<file path="config.mk">
export PLATFORM = sky130hd
export DESIGN_NAME = ram_16x8_arbiter
export DESIGN_NICKNAME = d
export VERILOG_FILES = /design/src/rtl/ram_16x8_arbiter.sv
export SDC_FILE = /design/constraint.sdc
export NUM_CORES = 1
export LEC_CHECK = 0
export ABC_CLOCK_PERIOD_IN_PS = 4100
export BUFFER_PORTS_ARGS = -buffer_cell sky130_fd_sc_hd__buf_4
export CAP_MARGIN = 0
export CORE_MARGIN = 5
export CORE_UTILIZATION = 52
export CTS_CLUSTER_DIAMETER = 60
export CTS_CLUSTER_SIZE = 40
export DETAILED_ROUTE_END_ITERATION = 7
export PLACE_DENSITY_LB_ADDON = 0.05
export SETUP_SLACK_MARGIN = 0.05
export SLEW_MARGIN = 5
export SYNTH_ARGS = -nofsm -noshare
export SYNTH_HDL_FRONTEND = slang
export SYNTH_SLANG_ARGS = --single-unit
export TNS_END_PERCENT = 100
</file>
<file path="constraint.sdc">
create_clock -name clk -period 4.1 [get_ports clk]
set_input_delay 0.41 -clock clk [delete_from_list [all_inputs] [get_ports clk]]
set_output_delay 0.41 -clock clk [all_outputs]
set_load 0.01 [all_outputs]
</file>
<file path="src/rtl/ram_16x8_arbiter.sv">
// Clears a 16x8 single-port RAM after reset, then round-robin shares it between two requesters, one access per clock.
// Read data returns 2 cycles after acceptance on a one-cycle pulse; requests wait on ready and responses cannot be stalled.
module ram_16x8_arbiter #(
  parameter logic [7:0] INIT_VAL = 8'h00,
  parameter bit         INIT_EN  = 1'b1
) (
  input  logic       clk,
  input  logic       rst_n,
  input  logic       req0_valid,
  output logic       req0_ready,
  input  logic       req0_we,
  input  logic [3:0] req0_addr,
  input  logic [7:0] req0_wdata,
  input  logic       req1_valid,
  output logic       req1_ready,
  input  logic       req1_we,
  input  logic [3:0] req1_addr,
  input  logic [7:0] req1_wdata,
  output logic       rsp0_valid,
  output logic [7:0] rsp0_rdata,
  output logic       rsp1_valid,
  output logic [7:0] rsp1_rdata,
  output logic       init_done,
  output logic       ram_wr_en,
  output logic [3:0] ram_addr,
  output logic [7:0] ram_din,
  input  logic [7:0] ram_dout
);

  typedef enum logic {ST_INIT, ST_RUN} state_e;

  state_e     state_q, state_d;
  logic [3:0] cnt_q, cnt_d;
  logic       last_grant_q, last_grant_d;
  logic       init_done_q, init_done_d;
  logic [3:0] addr_q, addr_d;
  logic [7:0] din_q, din_d;
  logic       s1_vld_q, s1_vld_d;
  logic       s1_id_q, s1_id_d;
  logic       rsp_vld_q, rsp_vld_d;
  logic       rsp_id_q, rsp_id_d;
  logic [7:0] rdata0_q, rdata0_d;
  logic [7:0] rdata1_q, rdata1_d;

  logic       run;
  logic       init_act;
  logic       grant;
  logic       xfer;
  logic       sel_we;
  logic [3:0] sel_addr;
  logic [7:0] sel_wdata;

  // Gating with rst_n forces the RAM port and readies quiet while reset is held.
  assign run      = rst_n && (state_q == ST_RUN);
  assign init_act = rst_n && (state_q == ST_INIT);

  // On a tie the port that did not win last time is chosen.
  assign grant      = (req0_valid && req1_valid) ? ~last_grant_q : ~req0_valid;
  assign req0_ready = run && req0_valid && !grant;
  assign req1_ready = run && req1_valid && grant;
  assign xfer       = req0_ready || req1_ready;

  assign sel_we    = grant ? req1_we    : req0_we;
  assign sel_addr  = grant ? req1_addr  : req0_addr;
  assign sel_wdata = grant ? req1_wdata : req0_wdata;

  always_comb begin
    ram_wr_en = 1'b0;
    ram_addr  = addr_q;
    ram_din   = din_q;
    if (init_act) begin
      ram_wr_en = 1'b1;
      ram_addr  = cnt_q;
      ram_din   = INIT_VAL;
    end else if (xfer) begin
      ram_wr_en = sel_we;
      ram_addr  = sel_addr;
      if (sel_we) begin
        ram_din = sel_wdata;
      end
    end
  end

  assign addr_d = ram_addr;
  assign din_d  = ram_din;

  always_comb begin
    state_d     = state_q;
    cnt_d       = cnt_q;
    init_done_d = init_done_q;
    case (state_q)
      ST_INIT: begin
        cnt_d = cnt_q + 4'd1;
        if (cnt_q == 4'hF) begin
          state_d     = ST_RUN;
          init_done_d = 1'b1;
        end
      end
      ST_RUN:  ;
      default: ;
    endcase
  end

  assign last_grant_d = xfer ? grant : last_grant_q;

  // Stage 1 lines up with ram_dout; stage 2 presents the captured word.
  assign s1_vld_d  = xfer && !sel_we;
  assign s1_id_d   = grant;
  assign rsp_vld_d = s1_vld_q;
  assign rsp_id_d  = s1_id_q;
  assign rdata0_d  = (s1_vld_q && !s1_id_q) ? ram_dout : rdata0_q;
  assign rdata1_d  = (s1_vld_q &&  s1_id_q) ? ram_dout : rdata1_q;

  always_ff @(posedge clk or negedge rst_n) begin
    if (!rst_n) begin
      state_q      <= INIT_EN ? ST_INIT : ST_RUN;
      cnt_q        <= 4'd0;
      last_grant_q <= 1'b1;
      init_done_q  <= !INIT_EN;
      addr_q       <= 4'd0;
      din_q        <= 8'h00;
      s1_vld_q     <= 1'b0;
      s1_id_q      <= 1'b0;
      rsp_vld_q    <= 1'b0;
      rsp_id_q     <= 1'b0;
      rdata0_q     <= 8'h00;
      rdata1_q     <= 8'h00;
    end else begin
      state_q      <= state_d;
      cnt_q        <= cnt_d;
      last_grant_q <= last_grant_d;
      init_done_q  <= init_done_d;
      addr_q       <= addr_d;
      din_q        <= din_d;
      s1_vld_q     <= s1_vld_d;
      s1_id_q      <= s1_id_d;
      rsp_vld_q    <= rsp_vld_d;
      rsp_id_q     <= rsp_id_d;
      rdata0_q     <= rdata0_d;
      rdata1_q     <= rdata1_d;
    end
  end

  assign rsp0_valid = rsp_vld_q && !rsp_id_q;
  assign rsp1_valid = rsp_vld_q &&  rsp_id_q;
  assign rsp0_rdata = rdata0_q;
  assign rsp1_rdata = rdata1_q;
  assign init_done  = init_done_q;

endmodule

</file>
======== Word-level counts from Yosys, hierarchy flattened ========
Cells that the tools add are included.
storage, ports and cells
  register bits ........................... 39
  input bits .............................. 38
cells by class
  reduce and logical (&&, ||, !) cells .... 18
  bitwise gates (word level) .............. 3
  eq/ne operators ......................... 1
  $add $sub $neg .......................... 1
  mux-type cells .......................... 13
operators by type and width
  operator                                      count
  two-way mux 8 bit                             4
  logical AND 1 bit                             12
  two-way mux 4 bit                             3
  two-way mux 1 bit                             6
  adder 4 x 1 -> 4 bit (second input constant)  1
  equality test 4 bit (second input constant)   1
  zero test 1 bit                               4
  NOT 1 bit                                     3
  AND reduction 2 bit                           1
  logical OR 1 bit                              1

======== Logic depth before layout (Yosys ltp) ========
  depth after elaboration ................. 7
  mapped depth ............................ 7
  gate-level depth less buffers ........... 5

======== Worst setup path before layout ========
OpenSTA, ideal clock, no wires.
  kind .................................... register to output
  start point ............................. register last_grant_q
  end point ............................... output ram_din[2]
  data required time ...................... 3690 ps
  setup slack ............................. 2172 ps
  buffers on the path ..................... 2
  arrival time ............................ 1518 ps
  cell stages (with the launch flop) ...... 7
  cells stage by stage .................... dfstp_2 nand2b_1 buf_6 and2_4 buf_6 o21ai_1 a211oi_1
between the ends
  longest elaborated chain between the ends .. 7
ends and longest elaborated chain
  element                 line  source
  start, declared         34    logic last_grant_q, last_grant_d;
  start signal, assigned  131   last_grant_q <= last_grant_d;
  NOT 1 bit *             58    assign grant = (req0_valid && req1_valid) ? ~last_grant_q : ~req0_valid;
  two-way mux 1 bit *     58
  zero test 1 bit         59    assign req0_ready = run && req0_valid && !grant;
  logical AND 1 bit       59
  logical OR 1 bit        61    assign xfer = req0_ready || req1_ready;
  two-way mux 8 bit *     75    end else if (xfer) begin
  two-way mux 8 bit *     71    if (init_act) begin
  end, declared           26    output logic [7:0] ram_din,
Mark *: on every way between the ends. The rest lies on a longest branch, timed or not.

======== Worst setup path after layout ========
  start point ............................. input rst_n
  end point ............................... output ram_din[3]
between the ends
  longest elaborated chain between the ends .. 6
ends and longest elaborated chain
  element                                                   line    source
  start, declared                                           8       input logic rst_n,
  logical AND 1 bit                                         54      assign run = rst_n && (state_q == ST_RUN);
  logical AND 1 bit, on equally long branches (2 in a row)  59, 60
  logical OR 1 bit                                          61
  two-way mux 8 bit                                         75
  two-way mux 8 bit *                                       71
Marks and branches as above.

==> impl_metrics.ini <==
[outcome]
status = finished, final reports clean

[place]
gp_congestion = 0.730
preCtsSetupSlack_ns = 1.32
io_buffer_count = 71
post_dp_cell_area_sq_um = 2400
place_hpwl_um = 3320

[detailed_routing]
drt-pass1-iter-count = 4
drt_iter0_drc = 92
drtAntennaViolNets = 0
via_count = 1523
wl_per_cell_um = 16.0
viasPerCell = 5.50
wirelength_um = 4440
drc = 0

[grt]
grt_max_degree = 46
antenna_found_initial = 0
grt_overflow_total = 0
first_global_vias = 1605
grt_usage = 0.187
grt_pass1_wl_um = 7510

[run]
cap_violations = 0

[finish]
fin_util = 0.689
area_growth_pct = 30.9
drive_above_1_share = 0.463
fin_area_sq_um = 2480
nets = 267
diodes = 0

[setup_path]
start_kind = input pin
worst_path_max_delay_cell = nor2_1
worstPathCellList = buf_4, nand2_1, nor2_1, a211oi_1, buf_4
crit_type = in2out
arrival_ns = 2.35
worst-path-buf-inv = 2
crit_top_cell = buf_4
worstPathMaxFanout = 45
max_stage_delay_ns = 0.83
crit_path_end_kind = output port
critical_path.top_delay_family = simple AND/OR/NAND/NOR gates
worstPathRequired_ns = 3.69

[sta]
max_freq_mhz = 362
rsz0062_at_grt = no
period_minus_slack_ns = 2.76
worstMarginPinSlew_ns = 1.02
finalSetupViolCount = 0
drv_slew = 0
fin_setup_tns_ns = 0
period_share = 0.674
finClkSkew_ns = 0.00518
hold_violations = 0
slew_headroom = 0.320
setup_ws_ns = 1.34

[clocking]
clk_pin_slew_ns = 0.07
hold_buffers = 0
cts_resized = 0
cts_tree = built
root_buffer = clkbuf_8
clock_latency_ns = 0.28
numCtsBuffers = 5
cts.sinks = 39
cts_buffer_depth = 2
postCtsSetupRepairBufs = 0
htreeDepth = 2

[worst_hold_path]
hold_class = in2async

[logic_synthesis]
synth-seq-area-share = 0.515
synth_seq_cells = 39
synth_cells = 161
syn_area_sq_um = 1900
yosys_warnings = 0
syn-num-nets = 200
avgSynthCellArea_sq_um = 11.8
synthDistinctLibCells = 32

[pwr]
power_density_nw_per_um2 = 438
power_mw = 1.09
clock_power_share = 0.226
internal-power_mw = 0.765
p_comb_frac = 0.312
switching_share = 0.296
seqPwrFrac = 0.462
irDropWorstVdd_mv = 0.248
p_sw_mw = 0.322
power_leakage_nw = 1.11

[floorplan]
initial_core_util = 0.526
io_pins = 72
die_h_um = 70.4
fp.dieW_um = 70.4
rows = 22
die_area_sq_um = 4960
core_sq_um = 3610
-- layer usage --
metal  wire (um)  vias to the layer above  GRT usage  share of wire
li1            -                      729          -              -
met1        1840                      742      0.234           0.41
met2        2270                       46      0.323           0.51
met3         287                        6     0.0446          0.065
met4          42                        0     0.0447         0.0095
met5           0                        -          0              0
-- power groups by stage --
stage	Clock, mW	Combinational, mW	Sequential (mW)
floorplan	0	0.154	0.525
global placement	0	0.335	0.504
detailed placement	0	0.345	0.510
CTS	0.249	0.346	0.503
global route	0.266	0.370	0.513
finish	0.245	0.339	0.502
-- sequential cells by signal (all words and copies together), names as in the netlist, 4 cells and up --
name and count:
addr_q 4, rsp1_rdata 8, din_q 8, cnt_q 4
rsp0_rdata 8
-- per-stage QoR --
step | hold WS (ns) | instances
floorplan | 0.114 | 161
global placement | 0.373 | 269
detailed placement | 0.383 | 269
CTS | 0.113 | 277
global route | 0.148 | 277
finish | 0.0996 | 277
-- synth_stat cells (all sizes together) --
library cell   n  area [sq um]
buf            8          81.3
a31o           1          8.76
a21oi          1          8.76
nor2           3          11.3
a41oi          1          8.76
nand2         11          41.3
dfstp          1          26.3
o21bai         1          7.51
a21boi         1          7.51
nor3b          1          7.51
and3           1          6.26
nor2b          3          18.8
xnor2          3          26.3
clkbuf         3          11.3
dfrtp         38           951
o22ai          4          25.0
nand2b        11          68.8
a211oi        16           150
o31ai          1          7.51
mux2          17           191
nand4b         9          78.8
a31oi          5          31.3
o21ai         16          80.1
ha             1          12.5
inv            1          8.76
and2           3          21.3
-- cell families after synthesis --
logic type / Yosys count / synth area share
XOR/XNOR: 3 / 0.0138
AND/OR/NAND/NOR: 42 / 0.134
adder cells (fa/ha/maj): 1 / 0.00659
buffers and inverters: 12 / 0.0534
AO/OA/AOI/OAI: 47 / 0.177
multiplexers: 17 / 0.101
flip-flops: 39 / 0.515
-- final timing paths --
path                                startpoint                         to  slack (ns)  cells after the start
min in group clk                   ram_dout[2]  rsp1_rdata[2]$_DFFE_PN0P_        0.36                      2
min                                      rst_n        addr_q[0]$_DFF_PN0_         0.1                      1
max in group asynchronous                rst_n   last_grant_q$_DFFE_PN1P_        3.64                      1
max                                      rst_n                 ram_din[3]        1.34                      5
min reg2reg                rsp_vld_d$_DFF_PN0_        rsp_vld_q$_DFF_PN0_        0.40                      0
max reg2reg                  state_q$_DFF_PN0_         din_q[3]$_DFF_PN0_        2.15                      3
-- worst register-to-register path: stages, from the launching register on --
cell	delay, ns
dfrtp_1	0.52
nand2_1	0.17
nor2_1	0.83
a211oi_1	0.25
-- cell type report --
class | instances | area (sq um)
Clock buffer | 6 | 72.6
Clock inverter | 2 | 12.5
Fill cell | 310 | 1120
Inverter | 1 | 8.76
Multi-Input combinational cell | 110 | 820
Sequential cell | 39 | 977
Tap cell | 48 | 60.1
Timing Repair Buffer | 71 | 533
-- cells in the final DEF, fill, tap and decap left out, types with 2 or more instances in the layout --
master / n
a211oi_1: 10
a211oi_2: 6
a31oi_1: 5
and2_1: 2
buf_4: 71
clkbuf_8: 5
dfrtp_1: 38
mux2_2: 17
nand2_1: 11
nand2b_1: 11
nand4b_1: 9
nor2_1: 3
nor2b_1: 3
o21ai_0: 13
o21ai_1: 3
o22ai_1: 4
xnor2_1: 3
(Power assumes the default switching activity.)
